$ cat src/rtl/axi4_lite_slave_read_pipe.sv
// AXI4-Lite read slave: in-order AR FIFO feeding a single-outstanding memory read port,
// with SLVERR/DECERR responses, a per-access timeout and back-to-back issue from RESP.
module axi4_lite_slave_read_pipe #(
    parameter int unsigned AXI_ADDR_WIDTH = 64,
    parameter int unsigned AXI_DATA_WIDTH = 32,
    parameter int unsigned DEPTH          = 4,
    parameter int unsigned TIMEOUT_CYCLES = 255
) (
    input  logic                       clk_i,
    input  logic                       arst_i,
    input  logic                       AR_VALID,
    input  logic [AXI_ADDR_WIDTH-1:0]  AR_ADDR,
    input  logic [2:0]                 AR_PROT,
    output logic                       AR_READY,
    input  logic                       R_READY,
    output logic [AXI_DATA_WIDTH-1:0]  R_DATA,
    output logic [1:0]                 R_RESP,
    output logic                       R_VALID,
    output logic                       mem_req_o,
    output logic [AXI_ADDR_WIDTH-1:0]  mem_addr_o,
    output logic [2:0]                 mem_prot_o,
    input  logic                       mem_ack_i,
    input  logic [AXI_DATA_WIDTH-1:0]  mem_data_i,
    input  logic                       mem_err_i,
    output logic [$clog2(DEPTH+1)-1:0] outstanding_o,
    output logic                       timeout_o
);

    localparam int unsigned PtrW = $clog2(DEPTH);
    localparam int unsigned CntW = $clog2(DEPTH+1);
    localparam int unsigned TmrW = $clog2(TIMEOUT_CYCLES+1);

    localparam logic [CntW-1:0] CntFull = CntW'(DEPTH);
    localparam logic [TmrW-1:0] TmrLast = TmrW'(TIMEOUT_CYCLES - 1);
    localparam logic [1:0]      RespOkay   = 2'b00;
    localparam logic [1:0]      RespSlvErr = 2'b10;
    localparam logic [1:0]      RespDecErr = 2'b11;

    typedef enum logic [1:0] {StIdle, StWait, StResp} state_e;

    logic [AXI_ADDR_WIDTH-1:0] r_fifo_addr [DEPTH];
    logic [2:0]                r_fifo_prot [DEPTH];
    logic [PtrW-1:0]           r_wptr, r_rptr;
    logic [CntW-1:0]           r_count, w_count_nxt;
    logic                      w_push, w_pop, w_fifo_empty;

    state_e                    r_state, w_state_nxt;
    logic                      r_req, w_req_nxt;
    logic [AXI_ADDR_WIDTH-1:0] r_maddr, w_maddr_nxt;
    logic [2:0]                r_mprot, w_mprot_nxt;
    logic [TmrW-1:0]           r_timer, w_timer_nxt;
    logic                      r_rvalid, w_rvalid_nxt;
    logic [AXI_DATA_WIDTH-1:0] r_rdata, w_rdata_nxt;
    logic [1:0]                r_rresp, w_rresp_nxt;
    logic                      r_timeout, w_timeout_nxt;
    logic [CntW-1:0]           r_outstanding, w_outstanding_nxt;

    // Ready comes from the registered count only, so a same-cycle pop never admits a push
    // into a full FIFO; forced low while reset is held.
    assign AR_READY     = !arst_i && (r_count != CntFull);
    assign w_push       = AR_VALID && AR_READY;
    assign w_fifo_empty = (r_count == '0);

    // FIFO storage; contents are don't-care until written, so no reset.
    always_ff @(posedge clk_i) begin
        if (w_push) begin
            r_fifo_addr[r_wptr] <= AR_ADDR;
            r_fifo_prot[r_wptr] <= AR_PROT;
        end
    end

    // Next FIFO occupancy; simultaneous push and pop cancel out.
    always_comb begin
        w_count_nxt = r_count;
        if (w_push && !w_pop) begin
            w_count_nxt = r_count + CntW'(1);
        end else if (!w_push && w_pop) begin
            w_count_nxt = r_count - CntW'(1);
        end
    end

    // Next-state and registered-output logic for the IDLE/WAIT/RESP access sequencer.
    always_comb begin
        w_state_nxt   = r_state;
        w_pop         = 1'b0;
        w_req_nxt     = r_req;
        w_maddr_nxt   = r_maddr;
        w_mprot_nxt   = r_mprot;
        w_timer_nxt   = r_timer;
        w_rvalid_nxt  = r_rvalid;
        w_rdata_nxt   = r_rdata;
        w_rresp_nxt   = r_rresp;
        w_timeout_nxt = 1'b0;
        unique case (r_state)
            StIdle: begin
                w_pop = !w_fifo_empty;
            end
            StWait: begin
                // Ack has priority over a timeout landing in the same cycle.
                if (mem_ack_i) begin
                    w_rdata_nxt  = mem_data_i;
                    w_rresp_nxt  = mem_err_i ? RespSlvErr : RespOkay;
                    w_rvalid_nxt = 1'b1;
                    w_req_nxt    = 1'b0;
                    w_state_nxt  = StResp;
                end else if (r_timer == TmrLast) begin
                    w_rdata_nxt   = '0;
                    w_rresp_nxt   = RespDecErr;
                    w_rvalid_nxt  = 1'b1;
                    w_req_nxt     = 1'b0;
                    w_timeout_nxt = 1'b1;
                    w_state_nxt   = StResp;
                end else begin
                    w_timer_nxt = r_timer + TmrW'(1);
                end
            end
            StResp: begin
                if (R_READY) begin
                    w_rvalid_nxt = 1'b0;
                    if (w_fifo_empty) begin
                        w_state_nxt = StIdle;
                    end else begin
                        w_pop = 1'b1;
                    end
                end
            end
            default: begin
                w_state_nxt = StIdle;
            end
        endcase
        // Issuing from either IDLE or RESP loads the head entry and starts a fresh wait.
        if (w_pop) begin
            w_state_nxt = StWait;
            w_req_nxt   = 1'b1;
            w_maddr_nxt = r_fifo_addr[r_rptr];
            w_mprot_nxt = r_fifo_prot[r_rptr];
            w_timer_nxt = '0;
        end
        w_outstanding_nxt = w_count_nxt + CntW'(w_state_nxt != StIdle);
    end

    // FIFO pointers and count.
    always_ff @(posedge clk_i or posedge arst_i) begin
        if (arst_i) begin
            r_wptr  <= '0;
            r_rptr  <= '0;
            r_count <= '0;
        end else begin
            if (w_push) begin
                r_wptr <= r_wptr + PtrW'(1);
            end
            if (w_pop) begin
                r_rptr <= r_rptr + PtrW'(1);
            end
            r_count <= w_count_nxt;
        end
    end

    // Sequencer state and all registered outputs.
    always_ff @(posedge clk_i or posedge arst_i) begin
        if (arst_i) begin
            r_state       <= StIdle;
            r_req         <= 1'b0;
            r_maddr       <= '0;
            r_mprot       <= '0;
            r_timer       <= '0;
            r_rvalid      <= 1'b0;
            r_rdata       <= '0;
            r_rresp       <= '0;
            r_timeout     <= 1'b0;
            r_outstanding <= '0;
        end else begin
            r_state       <= w_state_nxt;
            r_req         <= w_req_nxt;
            r_maddr       <= w_maddr_nxt;
            r_mprot       <= w_mprot_nxt;
            r_timer       <= w_timer_nxt;
            r_rvalid      <= w_rvalid_nxt;
            r_rdata       <= w_rdata_nxt;
            r_rresp       <= w_rresp_nxt;
            r_timeout     <= w_timeout_nxt;
            r_outstanding <= w_outstanding_nxt;
        end
    end

    assign mem_req_o     = r_req;
    assign mem_addr_o    = r_maddr;
    assign mem_prot_o    = r_mprot;
    assign R_VALID       = r_rvalid;
    assign R_DATA        = r_rdata;
    assign R_RESP        = r_rresp;
    assign timeout_o     = r_timeout;
    assign outstanding_o = r_outstanding;

endmodule

$ cat config.mk
export PLATFORM = sky130hd
export DESIGN_NAME = axi4_lite_slave_read_pipe
export DESIGN_NICKNAME = d
export VERILOG_FILES = /design/src/rtl/axi4_lite_slave_read_pipe.sv
export SDC_FILE = /design/constraint.sdc
export NUM_CORES = 1
export LEC_CHECK = 0
export ABC_CLOCK_PERIOD_IN_PS = 5100
export CAP_MARGIN = 15
export CORE_AREA = 3 3 172 174
export DETAILED_ROUTE_END_ITERATION = 10
export DIE_AREA = 0 0 175 177
export GPL_TIMING_DRIVEN = 0
export PLACE_DENSITY = 0.76
export SYNTH_ARGS = -nofsm -noshare
export SYNTH_HDL_FRONTEND = slang
export SYNTH_SLANG_ARGS = --single-unit
export TNS_END_PERCENT = 30
$ cat constraint.sdc
create_clock -name clk_i -period 5.1 [get_ports clk_i]
set_input_delay 1.02 -clock clk_i [delete_from_list [all_inputs] [get_ports clk_i]]
set_output_delay 1.02 -clock clk_i [all_outputs]
set_load 0.05 [all_outputs]
# == Yosys cells after proc, flatten, opt, wreduce, memory -nomap -nowiden ==
# Memory sizes are Yosys's and may differ from the RTL's. A register that Yosys moved wholly into a read port is not among the register bits.
# Index checks and enable logic that the tools add are counted.
# totals
regBits,57
ram_bits,268
mem_count,2
# memory_table
memory,depth,word_bits,read_ports,rd_ports_with_merged_regs,wr,line,text
r_fifo_addr,4,64,1,1,1,41,logic [AXI_ADDR_WIDTH-1:0] r_fifo_addr [DEPTH];
r_fifo_prot,4,3,1,1,1,42,logic [2:0] r_fifo_prot [DEPTH];
# classes
add_sub_neg,6
eq_ne,8
muxes,33
n_reduce_logical,19
# ops
cell,count
$mux W32,2
$mux W8,4
$mux W2,8
$mux W1,14
$add A8 B1 Y8 const B,1
$eq A8 B8 Y1 const B,1
$reduce_bool A2 Y1,4
$mux W3,2
$ne A3 B3 Y1 const B,2
$pmux W2 S3,1
$reduce_and A3 Y1,2
$add A2 B1 Y2 const B,2
$logic_and A1 B1 Y1,4
$logic_not A1 Y1,4
$ne A2 B2 Y1 const B,2
$pmux W1 S2,2
$reduce_and A2 Y1,2
$add A3 B1 Y3,1
$add A3 B1 Y3 const B,1
$logic_not A3 Y1,1
$reduce_bool A3 Y1,1
$sub A3 B1 Y3 const B,1
$eq A2 B1 Y1 const B,1
$eq A2 B2 Y1 const B,1
2 further kinds,2

# == Longest topological paths before layout ==
# depth
ltp_word,8
depth_mapped,10
mapped_depth_nobuf,9

# == Worst setup path before layout ==
# OpenSTA, ideal clock, no wires.
# synth_timing
path_type,in2reg
start,input arst_i
end,"memory r_fifo_addr[1][0], enable pin"
t_arrival_ps,3318
t_required_ps,4667
path_slack_ps,1349
cell_stages,2
path_buffers,0
cell_sequence,a21oi_2 > and3_1
# synth_via
elab_chain_len,5
# synth_rtl
item,line,text
"start, declared",10,"input logic arst_i,"
$logic_not A1 Y1 (no line),--,
$logic_and A1 B1 Y1,60,assign AR_READY = !arst_i && (r_count != CntFull);
$logic_and A1 B1 Y1,61,assign w_push = AR_VALID && AR_READY;
$mux W1,66,if (w_push) begin
$mux W1 (not written as such),67,r_fifo_addr[r_wptr] <= AR_ADDR;
"end, declared",41,
# Every way passes these cells.

# == Final worst setup path ==
# layout_timing
start,input arst_i
end,output AR_READY
# layout_via
elab_chain_len,2
# layout_rtl
item,line,text
$logic_not A1 Y1 (no line),--,
$logic_and A1 B1 Y1,60,
"end, declared",14,"output logic AR_READY,"
# Every way passes these cells.

==> flow_metrics.py <==
metrics = {
    "logic_synthesis": {
        "syn_inst": 838,
        "synthXorXnorAreaFrac_pct": 0.692,
        "synth_enable_flop_cells": 268,
        "synth-adder-area-share_pct": 1.36,
        "yosys.area_share.simple_pct": 6.63,
        "ys_ff_latch": 392,
        "synth_ff_type": "edfxtp_1",
        "synth.area.mux_share_pct": 10.3,
        "synth_compound_area_share_pct": 3.26,
        "synthesis.nets": 958,
        "synth_area_sq_um": 14600,
        "synth-seq-area-share_pct": 76.2,
        "synthDistinctLibCells": 43,
        "ys_async_sr_fraction_pct": 31.6,
        "ys_warn_count": 0,
        "syn_avg_cell_area_sq_um": 17.5,
        "synth_top_family_by_area": "multiplexers",
    },
    "setup_path": {
        "reg2reg_setup_slack_ns": 2.29,
        "worstReg2RegStart": "r_count[1]",
        "required_ns": 4.08,
        "crit_top_cell": "clkdlybuf4s50_1",
        "critPathSlowestCell": "clkdlybuf4s50_1",
        "path_cells": "clkdlybuf4s50_1 -> a21oi_2 -> clkdlybuf4s50_1",
        "worstSetupStartpoint": "arst_i",
        "critPathLaunchType": "primary input",
        "endpoint_kind": "output pin",
        "critPathMaxFanout": 8,
        "worstSetupPathType": "primary input to output pin",
        "arrival_ns": 2.72,
        "slowest_delay_ns": 0.88,
    },
    "floorplanning": {
        "dieArea_sq_um": 31000,
        "start_util_pct": 52.4,
        "core_area_sq_um": 27900,
        "fp.dieW_um": 175,
        "die_h_um": 177,
        "std_cell_rows": 61,
        "ios": 213,
    },
    "power": {
        "p_sw_share_pct": 37.7,
        "internal_power_mw": 7.52,
        "combPwrFrac_pct": 40.9,
        "power_mw": 12.1,
        "p_switching_mw": 4.55,
        "clkPwrFrac_pct": 22.4,
        "power_density_nw_per_um2": 648,
        "ir_drop_uv": 387,
        "leakage_nw": 7.05,
        "pwr-share-seq_pct": 36.7,
    },
    "cells_and_area": {
        "design_area_sq_um": 18600,
        "area_growth_pct": 27.2,
        "nets": 1217,
        "multi_input_area_sq_um": 3280,
        "num_antenna_cells": 0,
        "drive_gt1_share_pct": 15.2,
        "seq_area_sq_um": 11200,
        "fill_cells": 1957,
        "final_cells": 1507,
        "utilization_pct": 66.7,
    },
    "hold_path": {
        "holdCritStartpoint": "mem_addr_o[36]",
        "hp-class": "register to register",
    },
    "clock_network": {
        "cts_resized": 0,
        "clkSlewWorstSetupHoldPaths_ns": 0.06,
        "numCtsBuffers": 40,
        "cts_sinks": 392,
        "clockRootBuffer": "clkbuf_16",
        "clockBufferDepth": 3,
        "htree_levels": 2,
        "clkLatencyLatePin_ns": 0.52,
        "cts-hold-fix-buffers": 0,
        "post_cts_buffers": 0,
        "cts_tree": "done",
    },
    "timing": {
        "rsz0062_at_grt": "false",
        "setup_viol": 0,
        "hold_viol_final": 0,
        "fin_skew_ns": 0.0121,
        "slew-limit-headroom_pct": 50.4,
        "fmaxAchievable_mhz": 267,
        "setup_ws_ns": 1.36,
        "worst_pin_slew_ns": 0.745,
        "drv_slew": 0,
        "fin_crit_ns": 3.74,
        "finalCritPeriodShare_pct": 73.4,
    },
    "grt": {
        "antenna_found_initial": 1,
        "grt_pass1_vias": 8453,
        "overflow": 0,
        "grt_usage_pct": 19.7,
        "grt_pass1_wl_um": 47200,
        "grt_max_degree": 82,
    },
    "place": {
        "dpl_cell_area_sq_um": 17400,
        "placement.io_buffers": 212,
        "finalWeightedCongestion": 0.751,
        "dp.cells": 1433,
        "hpwl_um": 19400,
        "post-place-ws_ns": 1.36,
    },
    "routing": {
        "first_iter_violations": 493,
        "via_per_inst": 5.31,
        "drcViolationCount": 0,
        "drt_pre_antenna_iters": 4,
        "routed-via-count": 8002,
        "ant_nets": 0,
        "totalWireLength_um": 29800,
        "wl_per_cell_um": 19.8,
    },
    "job": {
        "max_cap_viol_count": 0,
    },
    "outcome": {
        "outcome": "completed",
    },
}
layer usage:
layer,wire (um),up-vias,global-route usage [%],part of all wire (%)
li1,-,3677,-,-
met1,12500,4021,26.8,42
met2,14800,264,33.1,50
met3,1970,38,4.33,6.6
met4,455,2,4.79,1.5
met5,11,-,0,0.037
final timing paths:
path	to	cells past startpoint
hold reg to reg	mem_addr_o[36]	2
max in group asynchronous	mem_addr_o[45]	3
setup reg to reg	outstanding_o[2]	10
hold / removal	mem_addr_o[36]	2
setup / recovery	AR_READY	3
min in group asynchronous	r_count[1]	2
area by class of cell:
| cell class | count | share of cell area (%) |
|---|---|---|
| clock inverter | 16 | 0.470 |
| timing repair buffer | 217 | 12.1 |
| sequential | 392 | 59.8 |
| inverter | 10 | 0.228 |
| multi-input combinational | 396 | 17.6 |
| tap | 378 | 2.54 |
| buffer | 40 | 1.05 |
| clock buffer | 58 | 6.18 |
critical path: cells and delay by family:
kind / cells / cell delay, ns
buffers and inverters: 2 / 1.38
AOI/OAI and AO/OA: 1 / 0.33
logic make-up (layout without fill, tap and decap cells):
group | after synthesis | after routing
adders and majority gates | 16 | 16
DFF | 392 | 392
and+or+nand+nor | 241 | 241
buffers and inverters | 50 | 341
xor gates and xnor gates | 10 | 10
AOI/OAI and AO/OA | 62 | 62
muxes | 67 | 67
through the flow:
stage	setup TNS, ns	hold WS (ns)
global placement	-158.43	0.456
floorplan	0	0.499
finish	0	0.471
CTS	0	0.477
global route	0	0.492
detailed placement	0	0.461
cells in the mapped netlist, drive strengths merged (3+ instances only):
cell    number  area [sq um]
edfxtp     268          8050
nand2      210           788
dfrtp      124          3100
mux4        67          1510
a22o        32           280
buf         27           148
ha          15           188
clkbuf      13          48.8
inv         10          37.5
nor2        10          40.0
a21oi        9          52.6
o21ai        9          52.6
xnor2        7          61.3
and3         4          25.0
and2         3          18.8
layout by cell type, fill, tap and decap left out, drive strengths merged, types with 3 or more instances in the layout:
cell type      synthesis  final
clkdlybuf4s50          0    212
ha                    15     15
mux4                  67     67
a22o                  32     32
and3                   4      4
buf                   27     32
o21ai                  9      9
clkbuf                13     71
dfrtp                124    124
and2                   3      3
edfxtp               268    268
nor2                  10     10
nand2                210    210
inv                   10     12
a21oi                  9      9
xnor2                  7      7
clkinv                 0     12
power by group through the flow:
stage               clock network (mW)  registers [mW]  logic [mW]
floorplan                            0            5.86        1.96
global placement                     0            4.49        4.90
detailed placement                   0            4.48        5.00
CTS                               2.78            4.43        5.03
global route                      2.91            4.50        5.31
finish                            2.70            4.43        4.93
flip-flops by register name, indices dropped and copies added, names as in the netlist:
register / flops
r_wptr: 2
R_RESP: 2
outstanding_o: 3
r_fifo_addr: 256
mem_addr_o: 64
r_fifo_prot: 12
r_state: 2
timeout_o: 1
mem_prot_o: 3
r_count: 3
R_VALID: 1
r_timer: 8
r_rptr: 2
R_DATA: 32
mem_req_o: 1
Power figures use the tool's default switching activity.
